<file path="src/rtl/pong_game_ctrl.sv">
// Frame-rate sequencer for VGA Pong: serve/play/miss phases, ball move/reload pulses,
// step-size levelling, score and lives. All decisions are taken on frame_tick.
module pong_game_ctrl #(
    parameter int          LIVES_INIT     = 3,
    parameter int          SERVE_FRAMES   = 60,
    parameter int          MISS_FRAMES    = 30,
    parameter logic [8:0]  MISS_Y         = 9'd440,
    parameter int          HITS_PER_LEVEL = 4,
    parameter logic [2:0]  MAX_STEP       = 3'd5
) (
    input  logic       clk,
    input  logic       reset,
    input  logic       frame_tick,
    input  logic       start,
    input  logic       pause,
    input  logic       paddle_hit,
    input  logic [8:0] ball_y,
    output logic       ball_move,
    output logic       ball_reload,
    output logic [2:0] ball_step,
    output logic [2:0] state,
    output logic [1:0] lives,
    output logic [9:0] score,
    output logic       miss_flash
);

    localparam int FMAX = (SERVE_FRAMES > MISS_FRAMES) ? SERVE_FRAMES : MISS_FRAMES;
    localparam int CW   = $clog2(FMAX + 1);
    localparam int HW   = $clog2(HITS_PER_LEVEL + 1);

    typedef enum logic [2:0] {
        ST_IDLE      = 3'd0,
        ST_SERVE     = 3'd1,
        ST_PLAY      = 3'd2,
        ST_MISS      = 3'd3,
        ST_GAME_OVER = 3'd4
    } state_t;

    state_t          state_q, state_d;
    logic [1:0]      lives_q, lives_d;
    logic [9:0]      score_q, score_d;
    logic [2:0]      step_q, step_d;
    logic [CW-1:0]   frame_cnt_q, frame_cnt_d;
    logic [HW-1:0]   hit_cnt_q, hit_cnt_d;
    logic            move_q, move_d;
    logic            reload_q, reload_d;
    logic            flash_q, flash_d;

    always_ff @(posedge clk or posedge reset) begin
        if (reset) begin
            state_q     <= ST_IDLE;
            lives_q     <= 2'd0;
            score_q     <= 10'd0;
            step_q      <= 3'd1;
            frame_cnt_q <= '0;
            hit_cnt_q   <= '0;
            move_q      <= 1'b0;
            reload_q    <= 1'b0;
            flash_q     <= 1'b0;
        end else begin
            state_q     <= state_d;
            lives_q     <= lives_d;
            score_q     <= score_d;
            step_q      <= step_d;
            frame_cnt_q <= frame_cnt_d;
            hit_cnt_q   <= hit_cnt_d;
            move_q      <= move_d;
            reload_q    <= reload_d;
            flash_q     <= flash_d;
        end
    end

    always_comb begin
        state_d     = state_q;
        lives_d     = lives_q;
        score_d     = score_q;
        step_d      = step_q;
        frame_cnt_d = frame_cnt_q;
        hit_cnt_d   = hit_cnt_q;
        move_d      = 1'b0;
        reload_d    = 1'b0;

        case (state_q)
            ST_IDLE, ST_GAME_OVER: begin
                if (frame_tick && start) begin
                    state_d     = ST_SERVE;
                    lives_d     = 2'(LIVES_INIT);
                    score_d     = 10'd0;
                    step_d      = 3'd1;
                    hit_cnt_d   = '0;
                    frame_cnt_d = '0;
                    reload_d    = 1'b1;
                end
            end
            ST_SERVE: begin
                if (frame_tick && !pause) begin
                    if (frame_cnt_q == CW'(SERVE_FRAMES - 1)) begin
                        state_d     = ST_PLAY;
                        frame_cnt_d = '0;
                    end else begin
                        frame_cnt_d = frame_cnt_q + 1'b1;
                    end
                end
            end
            ST_PLAY: begin
                if (frame_tick && !pause) begin
                    move_d = 1'b1;
                    // A miss outranks a same-frame paddle hit, which then goes unscored.
                    if (ball_y >= MISS_Y) begin
                        state_d     = ST_MISS;
                        frame_cnt_d = '0;
                        if (lives_q != 2'd0) begin
                            lives_d = lives_q - 2'd1;
                        end
                    end else if (paddle_hit) begin
                        if (score_q != 10'd1023) begin
                            score_d = score_q + 10'd1;
                        end
                        if (hit_cnt_q == HW'(HITS_PER_LEVEL - 1)) begin
                            hit_cnt_d = '0;
                            if (step_q < MAX_STEP) begin
                                step_d = step_q + 3'd1;
                            end
                        end else begin
                            hit_cnt_d = hit_cnt_q + 1'b1;
                        end
                    end
                end
            end
            ST_MISS: begin
                if (frame_tick) begin
                    if (frame_cnt_q == CW'(MISS_FRAMES - 1)) begin
                        frame_cnt_d = '0;
                        if (lives_q == 2'd0) begin
                            state_d = ST_GAME_OVER;
                        end else begin
                            state_d   = ST_SERVE;
                            reload_d  = 1'b1;
                            step_d    = 3'd1;
                            hit_cnt_d = '0;
                        end
                    end else begin
                        frame_cnt_d = frame_cnt_q + 1'b1;
                    end
                end
            end
            default: begin
                state_d = ST_IDLE;
            end
        endcase

        flash_d = (state_d == ST_MISS);
    end

    assign ball_move   = move_q;
    assign ball_reload = reload_q;
    assign ball_step   = step_q;
    assign state       = state_q;
    assign lives       = lives_q;
    assign score       = score_q;
    assign miss_flash  = flash_q;

endmodule

</file>
<file path="config.mk">
export PLATFORM = sky130hd
export DESIGN_NAME = pong_game_ctrl
export DESIGN_NICKNAME = d
export VERILOG_FILES = /design/src/rtl/pong_game_ctrl.sv
export SDC_FILE = /design/constraint.sdc
export NUM_CORES = 1
export LEC_CHECK = 0
export ABC_AREA = 1
export BUFFER_PORTS_ARGS = -buffer_cell sky130_fd_sc_hd__buf_2
export CAP_MARGIN = 20
export CORE_ASPECT_RATIO = 1.25
export CORE_MARGIN = 10
export CORE_UTILIZATION = 45
export CTS_CLUSTER_SIZE = 40
export DETAILED_ROUTE_END_ITERATION = 12
export PLACE_DENSITY = 0.66
export SYNTH_ARGS = -nofsm -noshare
export SYNTH_HDL_FRONTEND = slang
export SYNTH_SLANG_ARGS = --single-unit
</file>
<file path="constraint.sdc">
create_clock -name clk -period 2.1 [get_ports clk]
set_input_delay 0 -clock clk [delete_from_list [all_inputs] [get_ports clk]]
set_output_delay 0 -clock clk [all_outputs]
set_load 0.005 [all_outputs]
</file>
* Word level (Yosys, flattened, before mapping)
Index checks and enable logic that the tools add are counted.
** Storage, ports and cells
- Bits in registers :: 30
- Input bits :: 15
- Output and inout port bits :: 21
- Word-level logic and storage cells :: 107
** Operators by class
- $add $sub $neg :: 5
- $lt $le $gt $ge :: 2
- Equal/unequal tests :: 22
- Muxes and demuxes :: 54
- Reduce and logical (&&, ||, !) cells :: 15
** Operators by type and width (number)
- 2-to-1 mux 3 bit :: 25
- 2-to-1 mux 10 bit :: 5
- 2-to-1 mux 6 bit :: 7
- != test 2 bit (second input constant) :: 13
- case mux 6 bit (4 select lines) :: 1
- case mux 10 bit (2 select lines) :: 1
- case mux 3 bit (3 select lines) :: 2
- equality test 3 x 2 -> 1 bit (second input constant) :: 4
- case mux 3 bit (4 select lines) :: 1
- AND reduction 6 bit :: 2
- adder 10 x 1 -> 10 bit (second input constant) :: 1
- != test 10 bit (second input constant) :: 1
- AND reduction 10 bit :: 1
- >= comparator 9 bit (second input constant) :: 1
- 2-to-1 mux 2 bit :: 4
- AND reduction 8 bit :: 1
- adder 3 x 1 -> 3 bit (second input constant) :: 2
- adder 6 x 1 -> 6 bit (second input constant) :: 1
- equality test 6 x 5 -> 1 bit (second input constant) :: 1
- equality test 6 bit (second input constant) :: 1
- 2-to-1 mux 1 bit :: 6
- AND reduction 5 bit :: 1
- case mux 2 bit (2 select lines) :: 1
- nonzero test 2 bit :: 2
- 12 further kinds :: 13

* Longest topological paths before layout
Gate-level depths: netlist (run 1).
- Depth after elaboration :: 7
- Depth in mapped cells :: 10
- Mapped depth without buffers :: 10

* Least setup slack after synthesis (run 1)
Ideal clock, no wire load.
- Kind :: flip-flop to flip-flop
- From :: register score_q[0], in the netlist score[0]
- To :: register score_q[6], in the netlist score[6]
- Data arrival time :: 1.395 ns
- Data required time :: 1.983 ns
- Setup slack :: 0.588 ns
- Stages on the path, launching flop included :: 9
- Buffers on the path :: 0
- Path through :: dfrtp_1 -> ha_1 -> nand2_1 -> nor3_1 -> nand2_4 -> nand3_2 -> nor2_4 -> nand2_1 -> nand2_1
** Between the ends
- Word-level cells in the longest chain between the ends :: 6
- Elaborated cells on any way between the ends :: 9
** Ends and longest elaborated chain
- from (decl) :: line 41 : logic [9:0] score_q, score_d;
- from (signal assigned) :: line 63 : score_q <= score_d;
- adder 10 x 1 -> 10 bit :: line 117 : score_d = score_q + 10'd1;
- 2-to-1 mux 10 bit :: line 116 : if (score_q != 10'd1023) begin
- 2-to-1 mux 10 bit :: line 115 : end else if (paddle_hit) begin
- 2-to-1 mux 10 bit :: line 109 : if (ball_y >= MISS_Y) begin
- 2-to-1 mux 10 bit :: line 106 : if (frame_tick && !pause) begin
- case mux 10 bit (2 select lines) :: line 83 : case (state_q)
Several ways; a longest one is shown, not always the timed one. The select of a mux whose other input is x is not followed.
A chain may end at the register's enable or synchronous reset.

* Final worst setup path (run 1)
- From :: register frame_cnt_q[1]
- To :: register hit_cnt_q[2]
** Between the ends
- Word-level cells in the longest chain between the ends :: 3
** Ends and longest elaborated chain
- from (decl) :: line 43 : logic [CW-1:0] frame_cnt_q, frame_cnt_d;
- from (signal assigned) :: line 65 : frame_cnt_q <= frame_cnt_d;
- equality test 6 x 5 -> 1 bit :: line 132 : if (frame_cnt_q == CW'(MISS_FRAMES - 1)) begin
- != test 2 bit (no line)
- AND reduction 8 bit (no line)
- to (signal assigned) :: line 66 : hit_cnt_q <= hit_cnt_d;
- to (decl) :: line 44 : logic [HW-1:0] hit_cnt_q, hit_cnt_d;
Every way passes these cells.

==> results of run 1 <==
metrics by stage:
stage | std cells | util (%) | setup WS, ns | hold slack [ns]
after floorplan | 307 | - | 0.588 | 0.0901
after global placement | 398 | 50.8 | 0.395 | 0.101
after detailed placement | 398 | 50.8 | 0.396 | 0.107
after CTS | 407 | 53.4 | 0.375 | 0.0232
after global routing | 407 | 53.4 | 0.144 | 0.0514
final | 407 | 53.4 | 0.389 | 0.0297
power groups by stage:
stage               Clock, mW  Sequential (mW)  Combinational (mW)
floorplan                   0            0.805               0.737
global placement            0            0.848               0.930
detailed placement          0            0.851               0.944
CTS                     0.564            0.843               0.947
global route            0.587            0.870                1.08
finish                  0.546            0.843               0.932
what timing repair did:
| action | CTS | global route |
|---|---|---|
| setup buffers | 0 | 0 |
| hold buffers | 1 | 0 |
| setup endpoints to repair | 0 | 0 |
| hold endpoints to repair | 29 | 0 |
layout by cell type, fill, tap and decap left out, types with 6 or more instances in the layout:
| cell type | count |
|---|---|
| nand4_1 | 7 |
| nor2_4 | 6 |
| clkbuf_8 | 8 |
| nand3_1 | 35 |
| nor2_1 | 26 |
| nand2_1 | 107 |
| dfrtp_1 | 29 |
| inv_1 | 35 |
| o21ai_0 | 6 |
| ha_1 | 6 |
| inv_2 | 6 |
| buf_2 | 32 |
final timing paths:
| kind | from | to | slack, ns | cells past startpoint |
|---|---|---|---|---|
| worst max-delay path | frame_cnt_q[1] | hit_cnt_q[2] | 0.39 | 10 |
| worst min-delay path | start | ball_reload | 0.03 | 3 |
| worst max register to register | frame_cnt_q[1] | hit_cnt_q[2] | 0.39 | 10 |
| worst min register to register | hit_cnt_q[1] | hit_cnt_q[1] | 0.49 | 2 |
| max in group asynchronous | reset | ball_step[0] | 1.45 | 4 |
| min in group asynchronous | reset | score[9] | 0.33 | 4 |
sequential cells by signal, indices dropped and copies added (netlist names):
| signal | cells |
|---|---|
| score | 10 |
| ball_step | 3 |
| lives | 2 |
| hit_cnt_q | 3 |
| frame_cnt_q | 6 |
| state | 3 |
| miss_flash | 1 |
| ball_move | 1 |
| ball_reload | 1 |
final cells by class:
| cell class | count | area [sq um] |
|---|---|---|
| fill | 490 | 2170 |
| multi-input combinational | 232 | 1200 |
| sequential | 30 | 752 |
| timing repair buffer | 36 | 193 |
| inverter | 41 | 154 |
| clock buffer | 8 | 110 |
| tap | 60 | 75.1 |
kinds of logic (layout without fill, tap and decap cells):
family	after synthesis	after routing	share of synthesized area, %
and+or+nand+nor	204	204	46.0
adders and majority gates	6	6	3.51
xor gates and xnor gates	5	5	2.05
DFF	30	30	35.1
AOI/OAI and AO/OA	17	17	4.80
buffers and inverters	45	85	8.54
routing by layer:
metal	vias up	GRT usage (%)
li1	1050	-
met1	920	15.2
met2	27	23.3
met3	7	3.80
met4	0	5.25
met5	-	0
worst min-delay path, cell delays in order:
cell and delay, ns:
buf_2 0.09, nand3_1 0.10, nand2_1 0.09
==> metrics.txt, run 1 <==
status=finished, final reports clean; vias in the first global route=1992; most common cell in the netlist=nand2_1; critical path, cell by cell=inv_1, ha_1, nand3_1, nor2_2, nand2_1, nand2_1, and2_2, nand2_2, nand2_1, nand2_1; share of cells above drive strength 1=20.7%; drt wl/cell=12.2 um; HPWL after DPL=3820 um; Area contributors post-synth=dfrtp_1, nand2_1, nand3_1; Die W=81.7 um; clk_lat worst skew=0.29 ns; asr flop ratio synth=100%; core area=4660 sq um; Largest delay share family, worst path=simple AND/OR/NAND/NOR gates; placed inst area=2370 sq um; first-pass GRT wire length=8860 um; worst setup path class=reg -> reg; die area=7930 sq um; P_int=1.36 mW; crit path launch type=flip-flop; IO Port Bufs=32; Unique masters post-synth=34; Post-synth EDFFs=0; via density per instance=4.92; Worst path slowest cell=dfrtp_1; worst hold path class=in -> reg; Seq/Total Area, Yosys=35.1%; fin crit period=1.71 ns; wire length on met3=198 um; Least-Margin Pin Slew=0.423 ns; Max Fclk=585 MHz; Overall Power=2.32 mW; wire length on met2=2560 um; count of final setup violators=0; Post-route DRC=0; Leakage=1.36 nW; total CTS buffers=5; clock group share of total power=23.5%; WL final=4960 um; initial core utilization=45.9%; dominant synthesized flop cell=dfrtp_1; H-tree depth=2; Routed Antenna Nets=0; Synth Warn #=0; initial antenna violation count=0; unrepaired setup endpoints after global routing=no; PwrDens=932 nW/um^2; number of max-cap violations=0; crit path buf inv count=1; Max Slew Vio Count=0; Metal-1 WL=2140 um; diode count=0; Cell Area, Synth=2140 sq um; # rows=28; area grow syn2layout=16.3%; sw power=0.960 mW; largest net degree at the start of global routing=31; Worst-path clk slew=0.06 ns; Commonest cells post-synth=nand2_1, inv_1, nand3_1, dfrtp_1, nor2_1; critical path peak fanout=5; largest stage delay on the critical path=0.43 ns; Synth top area share=33.9%; final hold vios=0; Arr. time, crit path=1.88 ns; Mean Syn Cell Area=6.97 sq um; Die Y-Extent=97.1 um; worst relative slew slack=71.6%; boundary pin count=36; final period utilization=81.5%; crit end category=flip-flop; DRT Pass-1 Iters=4; Clock Sink Count=30; initial drt markers=52; vias=2004; Comb pwr share=40.1%; Post-CTS Resized=0; Root Buffer=clkbuf_8; Final Cell Area=2490 sq um; worst endpoint required time=2.27 ns; gr usage total=13.6%; CTS tree=built; TNS Setup=0 ns; cell mode on critical path=nand2_1; Seq cells post-synth=30; Top Metal Used=met4; Synth Instances=307; GPL Wtd Cong=0.871; register share of total power=36.3%; Syn Nets=328; # nets final=367; worst IR drop on VDD=526 uV; Max clock buf depth=2; Switching Fraction=41.4%; area leader, netlist=dfrtp_1; Setup Skew=0.00305 ns; total gr overflow=0
(Power assumes the default switching activity.)
==> run 2, diff against run 1 <==
==> constraint.sdc (replaced) <==
create_clock -name clk -period 1.75 [get_ports clk]
set_input_delay 0 -clock clk [delete_from_list [all_inputs] [get_ports clk]]
set_output_delay 0 -clock clk [all_outputs]
set_load 0.005 [all_outputs]
==> metrics.txt, run 2 (synthesis gave the netlist of run 1 again) <==
boundary pin count=36 (unchanged); initial antenna violation count=0 (unchanged); area grow syn2layout=19.2% (was 16.3%); Worst-path clk slew=0.06 ns (about the same); worst endpoint required time=1.92 ns (was 2.27 ns); most common cell after layout, fill and taps aside=nand2_1 (unchanged); fin cells=415 (was 407); Least-Margin Pin Slew=0.408 ns (was 0.423 ns); crit path launch type=flip-flop (unchanged); Die W=81.7 um (unchanged); number of max-cap violations=0 (unchanged); PwrDens=1120 nW/um^2 (was 932 nW/um^2); total gr overflow=0 (unchanged); Worst path slowest cell=dfrtp_2 (was dfrtp_1); share of cells above drive strength 1=23.1% (was 20.7%); critical path, cell by cell=ha_1, nand3_1, nor2_2, nand2_1, nand2_1, and2_2, nand2_2, nand2_1, nand2_1 (was inv_1, ha_1, nand3_1, nor2_2, nand2_1, nand2_1, and2_2, nand2_2, nand2_1, nand2_1); Overall Power=2.87 mW (was 2.32 mW); worst hold path class=in -> reg (unchanged); HPWL after DPL=3930 um (was 3820 um); commonest non-fill, non-tap cells in the layout=nand2_1, inv_1, nand3_1 (unchanged); cell depth of the worst setup path=9 (was 10); H-tree depth=2 (unchanged); fin crit period=1.61 ns (was 1.71 ns); max FFs per register=10 (unchanged); vias=2038 (was 2004); crit end category=flip-flop (unchanged); core area=4660 sq um (unchanged); final period utilization=91.8% (was 81.5%); r2r startpoint=frame_cnt_q[0] (was frame_cnt_q[1]); Max Slew Vio Count=0 (unchanged); Min-Delay Startpoint=start (unchanged); final hold vios=0 (unchanged); IO Port Bufs=32 (unchanged); post-CTS setup buffer count=0 (unchanged); Post-route DRC=0 (unchanged); GPL Wtd Cong=0.921 (was 0.871); r2r worst-path depth=9 (was 10); crit path buf inv count=0 (was 1); largest stage delay on the critical path=0.43 ns (about the same); CTS tree=built (unchanged); initial drt markers=89 (was 52); # rows=28 (unchanged); reg2reg setup slack=0.14 ns (was 0.39 ns); Setup Skew=0.00843 ns (was 0.00305 ns); Max Fclk=623 MHz (was 585 MHz); hold path depth=3 (unchanged); clk_lat worst skew=0.29 ns (about the same); DRT Pass-1 Iters=4 (unchanged); die area=7930 sq um (unchanged); Hold Path Sink=ball_reload (unchanged); Root Buffer=clkbuf_8 (unchanged); Max clock buf depth=2 (unchanged); Arr. time, crit path=1.78 ns (was 1.88 ns); gr usage total=13.8% (was 13.6%); first-pass GRT wire length=8830 um (was 8860 um); # nets final=375 (was 367); worst IR drop on VDD=494 uV (was 526 uV); Largest delay share family, worst path=simple AND/OR/NAND/NOR gates (unchanged); clock group share of total power=23.2% (was 23.5%); register share of total power=33.9% (was 36.3%); worst relative slew slack=72.6% (was 71.6%); status=finished, final reports clean (unchanged); worst setup path class=reg -> reg (unchanged); Die Y-Extent=97.1 um (unchanged); diode count=0 (unchanged); Final Util=54.8% (was 53.4%); cell count after placement=406 (was 398); unrepaired setup endpoints after global routing=yes (was no); cell mode on critical path=nand2_1 (unchanged); largest net degree at the start of global routing=31 (unchanged); count of final setup violators=0 (unchanged); Comb pwr share=42.9% (was 40.1%); critical path peak fanout=7 (was 5); Leakage=1.40 nW (was 1.36 nW); # fillers=483 (was 490); sw power=1.17 mW (was 0.960 mW); WL final=5050 um (was 4960 um); drt wl/cell=12.2 um (about the same); Clock Sink Count=30 (unchanged); total CTS buffers=5 (unchanged); TNS Setup=0 ns (unchanged); Reg2Reg Capture Point=hit_cnt_q[1] (was hit_cnt_q[2]); vias in the first global route=1989 (was 1992); initial core utilization=45.9% (unchanged); Switching Fraction=40.9% (was 41.4%); via density per instance=4.91 (was 4.92); Routed Antenna Nets=0 (unchanged); P_int=1.70 mW (was 1.36 mW)
run 2: cell count changes in the layout (fill, tap and decap cells not counted):
| cell | before | now |
|---|---|---|
| dfrtp_2 | 0 | 2 |
| dfrtp_1 | 29 | 27 |
| a21boi_1 | 0 | 1 |
| a21boi_0 | 1 | 0 |
| buf_4 | 3 | 11 |
run 2: cell type report:
| class | instances | area (sq um) | area share (%) |
|---|---|---|---|
| Inverter | 41 | 154 | 6.03 |
| Clock buffer | 8 | 110 | 4.32 |
| Tap cell | 60 | 75.1 | 2.94 |
| Timing Repair Buffer | 44 | 253 | 9.91 |
| Multi-Input combinational cell | 232 | 1200 | 47.2 |
| Sequential cell | 30 | 754 | 29.6 |
run 2: metrics by stage:
stage / hold WS, ns / worst slack [ns] / instance area (sq um)
2_1_floorplan: 0.0901 / 0.238 / 2140
5_1_grt: 0.0368 / -0.00976 / 2550
6_report: 0.0136 / 0.144 / 2550
4_1_cts: 0.0139 / 0.0668 / 2550
3_3_place_gp: 0.0994 / 0.101 / 2430
3_5_place_dp: 0.104 / 0.0973 / 2430
run 2: what timing repair did:
action                     4_1_cts  5_1_grt
hold endpoints to repair        29        0
resized for setup                0        3
hold buffers                     1        0
setup endpoints to repair        0        9
run 2: worst max path at each step:
stage,start,endpoint,slack [ns]
floorplan,score[0],score[6],0.24
global placement,lives[0],ball_step[1],0.10
detailed placement,frame_cnt_q[0],hit_cnt_q[1],0.1
CTS,frame_cnt_q[0],hit_cnt_q[1],0.07
global route,frame_cnt_q[0],hit_cnt_q[2],-0.01
finish,frame_cnt_q[0],hit_cnt_q[1],0.14
run 2: routing by layer:
metal,global-route usage [%],wire (um)
met3,3.33,208
met1,15.2,2120
met2,23.7,2590
met4,6.56,131
met5,0,0
run 2: power by group through the flow:
stage / combinational [mW] / clock (mW) / sequential [mW]
global placement: 1.23 / 0 / 0.980
global route: 1.41 / 0.717 / 0.996
finish: 1.23 / 0.665 / 0.973
CTS: 1.25 / 0.680 / 0.971
floorplan: 0.884 / 0 / 0.966
detailed placement: 1.25 / 0 / 0.981
run 2: worst min-delay path: stages:
cell     delay [ns]
buf_2          0.11
nand3_1        0.10
nand2_1        0.06
